--- src/rtl/seg_pkg.sv ---
// ----------------------------------------------------------------------------
// seg_pkg
// Shared constants for the six-digit seven-segment scan driver:
//   - GLYPH_TBL : BCD nibble -> active-low {g,f,e,d,c,b,a}; 10..15 are blank
//   - field_e   : which time field a digit belongs to / which field blinks
//   - SEG_OFF / AN_OFF : all-dark patterns for the segment and anode buses
// ----------------------------------------------------------------------------
package seg_pkg;

    typedef enum logic [1:0] {
        FLD_SEC  = 2'd0,
        FLD_MIN  = 2'd1,
        FLD_HR   = 2'd2,
        FLD_NONE = 2'd3
    } field_e;

    localparam logic [7:0] SEG_OFF = 8'hFF;
    localparam logic [5:0] AN_OFF  = 6'h3F;

    // Active-low segments, bit order {g,f,e,d,c,b,a}.
    localparam logic [6:0] GLYPH_TBL [16] = '{
        7'h40, 7'h79, 7'h24, 7'h30, 7'h19,   // 0..4
        7'h12, 7'h02, 7'h78, 7'h00, 7'h10,   // 5..9
        7'h7F, 7'h7F, 7'h7F, 7'h7F, 7'h7F,   // 10..14 blank
        7'h7F                                // 15 blank
    };

endpackage

--- src/rtl/seg_scan_if.sv ---
// ----------------------------------------------------------------------------
// seg_scan_if
// Bundle between the clock datapath (master) and the display driver (slave).
//   tm        : BCD time {hr,mn,sd}, each byte {tens,ones}
//   blink_en  : edit mode active
//   blink_sel : field being edited (0 sec, 1 min, 2 hr, 3 none)
//   an        : active-low one-hot digit enables
//   seg       : active-low segments {dp,g,f,e,d,c,b,a}
// ----------------------------------------------------------------------------
interface seg_scan_if;
    logic [23:0] tm;
    logic        blink_en;
    logic [1:0]  blink_sel;
    logic [5:0]  an;
    logic [7:0]  seg;

    modport master (output tm, blink_en, blink_sel, input an, seg);
    modport slave  (input tm, blink_en, blink_sel, output an, seg);
endinterface

--- src/rtl/seg_scan_bcd7seg.sv ---
// ----------------------------------------------------------------------------
// bcd7seg
// Combinational BCD nibble to active-low seven-segment glyph.
//   bcd   : input nibble
//   seg_n : {g,f,e,d,c,b,a}, active-low; non-decimal nibbles are blank
// ----------------------------------------------------------------------------
module bcd7seg
    import seg_pkg::*;
(
    input  logic [3:0] bcd,
    output logic [6:0] seg_n
);

    assign seg_n = GLYPH_TBL[bcd];

endmodule

--- src/rtl/seg_scan.sv ---
// ----------------------------------------------------------------------------
// seg_scan
// Time-multiplexed six-digit common-anode display driver.
//   clk : system clock
//   rst : asynchronous active-high reset
//   bus : seg_scan_if.slave (tm, blink_en, blink_sel in; an, seg out)
// One digit per slot of SCAN_DIV cycles, digits 0..5 then wrap. The time word
// is snapshotted once per frame so a frame never mixes two times. The first
// cycle of every slot keeps all anodes off to avoid ghosting between digits.
// ----------------------------------------------------------------------------
module seg_scan
    import seg_pkg::*;
#(
    parameter int SCAN_DIV  = 50000,
    parameter int BLINK_DIV = 25000000
) (
    input  logic        clk,
    input  logic        rst,
    seg_scan_if.slave   bus
);

    localparam int SW = (SCAN_DIV  > 2) ? $clog2(SCAN_DIV)  : 1;
    localparam int BW = (BLINK_DIV > 2) ? $clog2(BLINK_DIV) : 1;

    logic [SW-1:0] slot_cnt;
    logic [2:0]    dig_idx;
    logic [BW-1:0] blink_cnt;
    logic          blink_ph;
    logic [23:0]   snap;
    logic          first_q;     // set by reset: load snapshot on first clock
    logic [5:0]    an_q;
    logic [7:0]    seg_q;

    logic          slot_end;
    logic          frame_end;
    logic          blink_end;
    logic [3:0]    nibble;
    logic [6:0]    glyph_n;
    field_e        dig_fld;
    logic          blank;
    logic          dp_n;
    logic [7:0]    seg_next;
    logic [5:0]    an_next;

    assign slot_end  = (slot_cnt == SW'(SCAN_DIV - 1));
    assign frame_end = slot_end && (dig_idx == 3'd5);
    assign blink_end = (blink_cnt == BW'(BLINK_DIV - 1));

    assign nibble = snap[{dig_idx, 2'b00} +: 4];

    bcd7seg u_dec (
        .bcd   (nibble),
        .seg_n (glyph_n)
    );

    // NOTE: every signal assigned in always_comb gets a value on every path,
    // here via defaults at the top, so no latch can be inferred.
    always_comb begin
        seg_next = SEG_OFF;
        an_next  = AN_OFF;
        // Digit pairs {0,1},{2,3},{4,5} map to fields sec, min, hr.
        dig_fld  = field_e'(dig_idx[2:1]);
        blank    = bus.blink_en && blink_ph && (field_e'(bus.blink_sel) == dig_fld);
        // Separator dots sit on the minute-ones and hour-ones digits.
        dp_n     = !(((dig_idx == 3'd2) || (dig_idx == 3'd4)) && !blink_ph);
        if (!blank)
            seg_next = {dp_n, glyph_n};
        if (slot_cnt != '0)
            an_next = ~(6'b000001 << dig_idx);
    end

    // NOTE: state registers use non-blocking assignments so every register
    // samples the pre-edge value of every other one, regardless of order.
    always_ff @(posedge clk or posedge rst) begin
        if (rst) begin
            slot_cnt  <= '0;
            dig_idx   <= 3'd0;
            blink_cnt <= '0;
            blink_ph  <= 1'b0;
            snap      <= 24'h0;
            first_q   <= 1'b1;
            an_q      <= AN_OFF;
            seg_q     <= SEG_OFF;
        end else begin
            first_q <= 1'b0;

            if (slot_end) begin
                slot_cnt <= '0;
                dig_idx  <= (dig_idx == 3'd5) ? 3'd0 : dig_idx + 3'd1;
            end else begin
                slot_cnt <= slot_cnt + SW'(1);
            end

            if (frame_end || first_q)
                snap <= bus.tm;

            if (blink_end) begin
                blink_cnt <= '0;
                blink_ph  <= !blink_ph;
            end else begin
                blink_cnt <= blink_cnt + BW'(1);
            end

            an_q  <= an_next;
            seg_q <= seg_next;
        end
    end

    assign bus.an  = an_q;
    assign bus.seg = seg_q;

endmodule
--- src/flat_wrapper.sv ---
// flat-port wrapper written by rule: the top's interface ports become plain ports
module seg_scan_flat import seg_pkg::*;
#(
    parameter int SCAN_DIV  = 50000,
    parameter int BLINK_DIV = 25000000
)
  (clk, rst, bus_tm, bus_blink_en, bus_blink_sel, bus_an, bus_seg);
  seg_scan_if bus_i ();
  input  logic clk;
  input  logic rst;
  input wire logic [$bits(bus_i.tm)-1:0] bus_tm;
  input wire logic [$bits(bus_i.blink_en)-1:0] bus_blink_en;
  input wire logic [$bits(bus_i.blink_sel)-1:0] bus_blink_sel;
  output wire logic [$bits(bus_i.an)-1:0] bus_an;
  output wire logic [$bits(bus_i.seg)-1:0] bus_seg;
  assign bus_i.tm = bus_tm;
  assign bus_i.blink_en = bus_blink_en;
  assign bus_i.blink_sel = bus_blink_sel;
  assign bus_an = bus_i.an;
  assign bus_seg = bus_i.seg;
  seg_scan #(.SCAN_DIV(SCAN_DIV), .BLINK_DIV(BLINK_DIV)) u_core (.clk(clk), .rst(rst), .bus(bus_i));
endmodule
--- config.mk ---
export PLATFORM = sky130hd
export DESIGN_NAME = seg_scan_flat
export DESIGN_NICKNAME = d
export VERILOG_FILES = /design/src/rtl/seg_pkg.sv /design/src/rtl/seg_scan_if.sv /design/src/rtl/seg_scan_bcd7seg.sv /design/src/rtl/seg_scan.sv /design/src/flat_wrapper.sv
export SDC_FILE = /design/constraint.sdc
export NUM_CORES = 1
export LEC_CHECK = 0
export ABC_AREA = 1
export CAP_MARGIN = 0
export CORE_MARGIN = 3
export CORE_UTILIZATION = 30
export CTS_CLUSTER_DIAMETER = 60
export DETAILED_ROUTE_END_ITERATION = 8
export PLACE_DENSITY = 0.48
export SKIP_LAST_GASP = 1
export SLEW_MARGIN = 20
export SYNTH_ARGS = -nofsm -noshare
export SYNTH_HDL_FRONTEND = slang
export SYNTH_SLANG_ARGS = --single-unit
export TNS_END_PERCENT = 1
--- constraint.sdc ---
create_clock -name clk -period 8.76 [get_ports clk]
set_input_delay 2.628 -clock clk [delete_from_list [all_inputs] [get_ports clk]]
set_output_delay 2.628 -clock clk [all_outputs]
set_load 0.005 [all_outputs]
; Yosys cells after proc, flatten, opt, wreduce, memory -nomap -nowiden
; Memory sizes are Yosys's and may differ from the RTL's.
; Index checks and enable logic that the tools add are counted.
[classes]
shift = 2
n_eq_ne = 6
mux = 7
reduce_logical = 9
add_sub_neg = 3
bitwise_logic = 2
n_lt_le_gt_ge = 1
[ops]
columns = operator, n
row1 = $add A25 B1 Y25 const B, 1
row2 = $eq A25 B25 Y1 const B, 1
row3 = $mux W25, 1
row4 = $shiftx A24 B6 Y4, 1
row5 = $add A16 B1 Y16 const B, 1
row6 = $eq A16 B16 Y1 const B, 1
row7 = $mux W16, 1
row8 = $reduce_bool A16 Y1, 1
row9 = $mux W7, 2
row10 = $mux W8, 1
row11 = $eq A3 B3 Y1 const B, 2
row12 = $mux W6, 1
row13 = $not A6 Y6, 1
row14 = $shl A1 B3 Y6 const A, 1
row15 = $ge A5 B5 Y1 const B, 1
row16 = $not A4 Y5, 1
row17 = $logic_and A1 B1 Y1, 4
row18 = $add A3 B1 Y3 const B, 1
row19 = $eq A3 B2 Y1 const B, 1
row20 = $mux W3, 1
row21 = $eq A2 B2 Y1, 1
row22 = $logic_not A1 Y1, 2
row23 = $logic_or A1 B1 Y1, 2
[totals]
regBits = 84
romBits = 112
wordCells = 39
out_inout_bits = 14
mem_count = 1
in_bits = 29
[mem_list]
columns = memory, depth, word_bits, read_ports, rd_clocked_by_memory_dff, wr, line
row1 = (name not given), 16, 7, 1, 0, 0, seg_scan_bcd7seg.sv:14  ; assign seg_n = GLYPH_TBL[bcd];

; Depth between registers and ports, before layout
; Gate-level depths: netlist of the first run.
[logic_depth]
word_depth = 6
depth_mapped = 14

; By module
; From an unflattened synthesis of the first run, not the netlist that was laid out.
[hier_totals]
cells_unflattened = 589
area_unflattened_um2 = 4408.0
[by_module_without_submodules]
columns = mod, instances, seq_area_each_um2, cells_per_inst, area_per_inst_um2
row1 = seg_scan, 1, 2120.8, 554, 4220.3
row2 = bcd7seg, 1, 0.0, 35, 187.7

; Worst setup path before layout of the first run
; Ideal clock, no wire load.
[synth_timing]
path_kind = input-to-reg
from = input port bus_blink_sel[0]
to = register u_core.seg_q[4], in the netlist u_core.bus.seg[4]
setup_time_ns = 0.060
arrival_time_ns = 3.286
setup_slack_ns = 5.413
required_time_ns = 8.700
path_stages = 5
cell_sequence = xor2_1 > nor2_1 > o2111ai_2 > and2_0 > nand2_1
[synth_between]
elab_chain_len = 3
[synth_lines]
columns = element, line
row1 = from (decl), flat_wrapper.sv:13  ; input wire logic [$bits(bus_i.blink_sel)-1:0] bus_blink_sel;
row2 = $eq A2 B2 Y1, seg_scan.sv:63  ; blank = bus.blink_en && blink_ph && (field_e'(bus.blink_sel) == dig_fld);
row3 = $logic_and A1 B1 Y1, seg_scan.sv:63
row4 = $mux W8, seg_scan.sv:66  ; if (!blank)
row5 = net u_core.seg_next[4], seg_scan.sv:42  ; logic [7:0] seg_next;
row6 = to (signal assigned), seg_scan.sv:105  ; seg_q <= seg_next;
row7 = to (decl), seg_scan.sv:32  ; logic [7:0] seg_q;
; The timed path passes the listed nets, and every way through them passes these cells.
; A chain may end at the register's enable or synchronous reset.

; Worst setup path in the final report of the first run
[layout_timing]
from = register u_core.seg_q[6], in the netlist u_core.bus.seg[6]
to = output port bus_seg[6]
[layout_lines]
columns = element, line
row1 = to (decl), flat_wrapper.sv:15  ; output wire logic [$bits(bus_i.seg)-1:0] bus_seg;
; No word-level cell between the ends.

==> reports/qor.yml, run 1 <==
outcome:
  status: "finished, final reports clean"
drt:
  drc: 0
  vias_per_cell: 4.553
  drt_iter0_drc: 189
  dr_total_vias: 3547
  ant_nets: 0
  routed_wirelength_um: 10300
  drtPass1Iterations: 4
  wire_per_inst_um: 13.22
logic_synthesis:
  yosysUniqueCellTypes: 39
  synth_area_leader_cell: "dfrtp_1"
  syn_area_um2: 4423
  syn_nets: 587
  synth_top_area_share_pct: 39.04
  synth_simple_gate_area_share_pct: 32.16
  synth-seq-cells: 84
  synth_edf_count: 0
  yosysMostFrequentCell: "nand2_1"
  synthMuxAreaShare_pct: 0
  synth_top_family_by_area: "simple AND/OR/NAND/NOR gates"
  ys_seq_area_share_pct: 47.95
  synth_compound_area_share_pct: 4.866
  synth_area_leaders: "dfrtp_1, nand2_1, dfstp_2, nor2_1, nand3_1"
  yosys_warnings: 0
  synthesis.instances: 549
  synthArstFlopShare_pct: 100.0
  avgSynthCellArea_um2: 8.056
  synth_xor_area_share_pct: 4.356
  synth_fa_ha_area_share_pct: 2.546
  synthTopCellsByCount: "nand2_1, nor2_1, dfrtp_1"
  synth_ff_type: "dfrtp_1"
sta:
  worstMarginPinSlew_ns: 0.8030
  min_period_ns: 3.991
  slew_violations: 0
  period_share_pct: 45.56
  hold_violations: 0
  holdWs_ns: 0.4907
  skew_ns: 0.007199
  rsz0062_at_grt: "false"
  fmax_mhz: 250.6
  maxSlewHeadroom_pct: 46.47
  tns_ns: 0
  setup_violations: 0
finish:
  regArea_um2: 2121
  syn_to_final_growth_pct: 19.66
  n_antenna_cell: 0
  design_area_um2: 5293
  fillerInstances: 1460
  final_cells: 779
  fin_nets: 632
  multi_input_area_um2: 1947
  drive_gt1_share_pct: 11.02
clocking:
  cts_max_level: 3
  clock_latency_ns: 0.35
  cts_buffer_depth: 2
  postCtsSetupBuffers: 0
  cts_made_buffers: 9
  cts_hold_buf: 0
  cts_tree: "built"
  clkTransAtPathRegs_ns: 0.06
  numClockSinks: 84
  ctsResizeCount: 0
  root_buffer: "clkbuf_16"
global_routing:
  grt-ovfl-total: 0
  grt_pass1_vias: 3640
  grt_start_max_net_pins: 85
  grt_pass1_wl_um: 17830
  track_usage_pct: 13.82
  antenna_found_initial: 0
critical_path:
  cp_max_fo: 1
  worstPathArrival_ns: 1.36
  critPathKind: "reg2out"
  timing.rr.start: "u_core.dig_idx[0]$_DFFE_PP0N_"
  max_stage_delay_ns: 0.52
  path_buf_inv: 1
  cp_top_family: "flip-flops"
  cp_cell_sequence: "clkdlybuf4s50_1"
  cp.required_ns: 6.13
  end_kind: "output pin"
  r2r_slack_ns: 6.39
  slowest_stage: "dfstp_2"
  crit_path_start_kind: "flop"
  timing.rr.end: "u_core.bus.seg[0]$_DFF_PP1_"
  r2r_cells: 11
placed_design:
  postPlaceCellArea_um2: 4996
  place.gp.congestion: 0.8073
  io_buffers: 42
  dp.cells: 763
  dp_hpwl_um: 7447
worst_hold_path:
  min_from: "u_core.blink_cnt[0]$_DFF_PP0_"
  hold_end: "u_core.blink_cnt[0]$_DFF_PP0_"
  worstHoldPathType: "reg2reg"
  min_path_cells: 1
flow_run:
  maxCapViolations: 0
die:
  die-height_um: 127.4
  fp.dieArea_um2: 16240
  rows: 43
  initial_utilization_pct: 31.26
  io_pins: 43
  die_x_um: 127.4
  coreArea_um2: 14150
power_and_ir_drop:
  powerDensity_nw_per_um2: 163.7
  p_leak_nw: 2.513
  total_power_mw: 0.8662
  irDropWorstVdd_uv: 95.89
==> layer usage <==
layer  track usage [%]  routed length, µm  vias up  part of all wire (%)
li1                  -                  -     1822                     -
met1             18.62               4988     1648                    48
met2             21.80               4696       66                    46
met3             3.344                456       11                   4.4
met4             4.669                157        0                   1.5
met5                 0                  0        -                     0
==> placed cells by master (no fill, tap or decap), types with 2 or more instances in the layout <==
master and n:
nand2_1 148, clkbuf_16 9, nand3b_1 2, inv_2 4, nor3b_1 2, nand2_2 9
clkinv_1 2, nor4_1 3, a21oi_1 4, o21ai_0 12, xor2_1 20, dfrtp_1 69
nor2_1 72, nand3_1 50, clkinvlp_4 3, inv_1 62, nand4_1 11, xnor2_1 2
o21ai_2 8, dfstp_2 15, a31oi_1 2, nor2_2 4, nor3_1 15, nand2_8 2
clkinv_2 4, clkdlybuf4s50_1 42, a21oi_2 2, ha_1 9
==> report_power, final <==
group	switching, mW	total (mW)	internal (mW)
Clock	0.162	0.381	0.219
Sequential	0.00657	0.414	0.407
Combinational	0.0371	0.0714	0.0344
Total	0.205	0.866	0.661
==> worst max path at each step <==
stage / startpoint / end / slack (ns) / depth (start not counted)
after floorplan: rst / u_core.blink_cnt[0]$_DFF_PP0_ / 3.99 / 1
after global placement: rst / u_core.snap[7]$_DFFE_PP0P_ / 4.69 / 3
after detailed placement: rst / u_core.snap[1]$_DFFE_PP0P_ / 4.66 / 3
after CTS: u_core.bus.seg[0]$_DFF_PP1_ / bus_seg[0] / 4.74 / 1
after global routing: u_core.bus.seg[6]$_DFF_PP1_ / bus_seg[6] / 4.73 / 1
final: u_core.bus.seg[6]$_DFF_PP1_ / bus_seg[6] / 4.77 / 1
==> final cells by class <==
cell class	count	area share (%)
clock buffers	9	4.255
clock inverters	7	1.277
inverters	71	5.201
multi-input cells	385	36.78
flip-flops and latches	84	40.07
well taps	180	4.255
repair buffers	43	8.156
==> through the flow <==
stage / util [%] / setup slack (ns)
2_1_floorplan: - / 3.992
3_3_place_gp: 35.31 / 4.693
3_5_place_dp: 35.31 / 4.656
4_1_cts: 37.38 / 4.741
5_1_grt: 37.40 / 4.727
6_report: 37.40 / 4.769
==> cell families (layout without fill, tap and decap cells) <==
| logic type | after synthesis | count (layout) |
|---|---|---|
| and+or+nand+nor | 321 | 321 |
| DFF | 84 | 84 |
| buffers and inverters | 80 | 130 |
| AOI/OAI and AO/OA | 32 | 32 |
| xor gates and xnor gates | 22 | 22 |
| adders and majority gates | 9 | 9 |
| other | 1 | 1 |
==> registers in the layout (all words and copies together), names as in the netlist <==
name              count
u_core.dig_idx        3
u_core.bus.seg        8
u_core.blink_ph       1
u_core.blink_cnt     25
u_core.slot_cnt      16
u_core.first_q        1
u_core.bus.an         6
u_core.snap          24
No activity file was read; power rests on OpenSTA's default activity.
==> inputs of run 2 (changes only) <==
--- a/config.mk
+++ b/config.mk
@@ -11,7 +11,7 @@
 export CORE_UTILIZATION = 30
 export CTS_CLUSTER_DIAMETER = 60
 export DETAILED_ROUTE_END_ITERATION = 8
-export PLACE_DENSITY = 0.48
+export PLACE_DENSITY = 0.5
 export SKIP_LAST_GASP = 1
 export SLEW_MARGIN = 20
 export SYNTH_ARGS = -nofsm -noshare
==> constraint.sdc (replaced) <==
create_clock -name clk -period 3.4 [get_ports clk]
set_input_delay 1.02 -clock clk [delete_from_list [all_inputs] [get_ports clk]]
set_output_delay 1.02 -clock clk [all_outputs]
set_load 0.005 [all_outputs]
==> reports/qor.yml, run 2 (synthesis results as in run 1) <==
finish:
  largest_reg_flops: 25  # unchanged
  n_antenna_cell: 0  # unchanged
  layout_commonest_cell: "nand2_1"
  regMostFlops: "u_core.blink_cnt"
  largestRegisters: "u_core.blink_cnt: 25 flops, u_core.snap: 24 flops, u_core.slot_cnt: 16 flops"
  drive_gt1_share_pct: 10.98  # -0.037 points
  regArea_um2: 2121  # unchanged
  mostFrequentLayoutCells: "nand2_1, nor2_1, dfrtp_1"
  syn_to_final_growth_pct: 20.28
  multi_input_area_um2: 1947  # unchanged
  fillerInstances: 1468  # +0.55%
  fin_nets: 634  # +0.32%
clocking:
  numClockSinks: 84  # unchanged
  cts_buffer_depth: 2  # unchanged
  ctsResizeCount: 0  # unchanged
  cts_made_buffers: 9  # unchanged
  cts_tree: "built"
  cts_hold_buf: 0  # unchanged
  clock_latency_ns: 0.34  # about the same
  root_buffer: "clkbuf_16"
  cts_max_level: 3  # unchanged
  postCtsSetupBuffers: 0  # unchanged
  clkTransAtPathRegs_ns: 0.06  # about the same
global_routing:
  grt_start_max_net_pins: 32  # -62%
  grt_pass1_wl_um: 16950  # -4.9%
  grt-ovfl-total: 0  # unchanged
  antenna_found_initial: 0  # unchanged
  grt_pass1_vias: 3529  # -3.0%
  track_usage_pct: 12.90  # -0.91 points
critical_path:
  max_stage_delay_ns: 0.54  # +0.02 ns
  cp_cell_sequence: "clkdlybuf4s50_1"
  r2r_cells: 11  # unchanged
  end_kind: "output pin"
  worstPathArrival_ns: 1.37  # about the same
  path_buf_inv: 1  # unchanged
  crit_path_start_kind: "flop"
  cp_max_fo: 1  # unchanged
  critPathKind: "reg2out"
  cp.required_ns: 2.38  # -3.75 ns
  slowest_stage: "dfstp_2"
  path_depth: 1  # unchanged
  cp_top_family: "flip-flops"
worst_hold_path:
  worstHoldPathType: "reg2reg"
  min_path_cells: 1  # unchanged
sta:
  worstMarginPinSlew_ns: 0.6783  # -0.1247 ns
  hold_violations: 0  # unchanged
  period_share_pct: 70.38
  skew_ns: 0.007940  # +0.0007412 ns
  setup_violations: 0  # unchanged
  rsz0062_at_grt: "false"
  min_period_ns: 2.393
  fmax_mhz: 417.9
  tns_ns: 0  # unchanged
  slew_violations: 0  # unchanged
  holdWs_ns: 0.4640  # -0.02671 ns
  maxSlewHeadroom_pct: 54.50  # +8.0 points
power_and_ir_drop:
  powerDensity_nw_per_um2: 418.1  # +160%
  irDropWorstVdd_uv: 304.1  # +220%
  p_leak_nw: 2.528  # +0.58%
drt:
  routed_wirelength_um: 9937  # -3.5%
  ant_nets: 0  # unchanged
  dr_total_vias: 3571  # +0.68%
  drc: 0  # unchanged
  vias_per_cell: 4.572  # +0.42%
  drtPass1Iterations: 4  # unchanged
  wire_per_inst_um: 12.72  # -3.8%
  drt_iter0_drc: 286  # +51%
die:
  io_pins: 43  # unchanged
  coreArea_um2: 14150  # unchanged
  die-height_um: 127.4  # unchanged
  die_x_um: 127.4  # unchanged
  rows: 43  # unchanged
  fp.dieArea_um2: 16240  # unchanged
  initial_utilization_pct: 31.26  # unchanged
placed_design:
  io_buffers: 42  # unchanged
  place.gp.congestion: 0.8497  # +5.3%
  dp_hpwl_um: 7535  # +1.2%
outcome:
  status: "finished, final reports clean"
flow_run:
  maxCapViolations: 0  # unchanged
run 2: cell count changes in the layout (fill, tap and decap cells not counted):
cell	delta
buf_4	+2
clkbuf_1	+2
clkinv_2	-2
buf_12	+1
buf_6	-1
clkbuf_8	+1
clkinvlp_4	-1
run 2: through the flow:
stage | power (mW) | setup slack, ns | cells | util, % | area (µm²)
3_3_place_gp | 1.276 | 1.149 | 765 | 35.50 | 5024
6_report | 2.225 | 1.007 | 781 | 37.60 | 5320
5_1_grt | 2.336 | 0.9640 | 781 | 37.60 | 5320
2_1_floorplan | 1.185 | 0.2397 | 549 | - | 4423
3_5_place_dp | 1.279 | 1.126 | 765 | 35.50 | 5024
4_1_cts | 2.267 | 0.9808 | 781 | 37.60 | 5320
run 2: worst paths after layout:
path                                                       to  slack (ns)                     startpoint
worst max-delay path                                bus_an[2]        1.01     u_core.bus.an[2]$_DFF_PP1_
worst min-delay path            u_core.blink_cnt[0]$_DFF_PP0_        0.46  u_core.blink_cnt[0]$_DFF_PP0_
worst max register to register    u_core.bus.seg[0]$_DFF_PP1_        1.19  u_core.dig_idx[0]$_DFFE_PP0N_
worst min register to register  u_core.blink_cnt[0]$_DFF_PP0_        0.46  u_core.blink_cnt[0]$_DFF_PP0_
max in group asynchronous         u_core.snap[13]$_DFFE_PP0P_        1.74                            rst
min in group asynchronous          u_core.snap[4]$_DFFE_PP0P_        1.02                            rst
run 2: area by class of cell:
class / instances / share of cell area (%)
sequential: 84 / 39.86
inverter: 71 / 5.174
multi-input combinational: 385 / 36.59
clock buffer: 12 / 4.633
timing repair buffer: 45 / 8.561
tap: 180 / 4.233
clock inverter: 4 / 0.9407
run 2: power by group:
group          internal (mW)  switching (mW)  leakage, nW  total, mW
sequential              1.05          0.0206         1.05       1.07
clock                  0.588           0.379        0.139      0.967
combinational         0.0912          0.0953         1.34      0.187
run 2: per-layer routing:
metal	GRT usage (%)	vias up	wire length [µm]
met4	2.839	0	78
li1	-	1825	-
met5	0	-	0
met3	3.637	6	406
met1	17.34	1684	4743
met2	20.78	56	4709
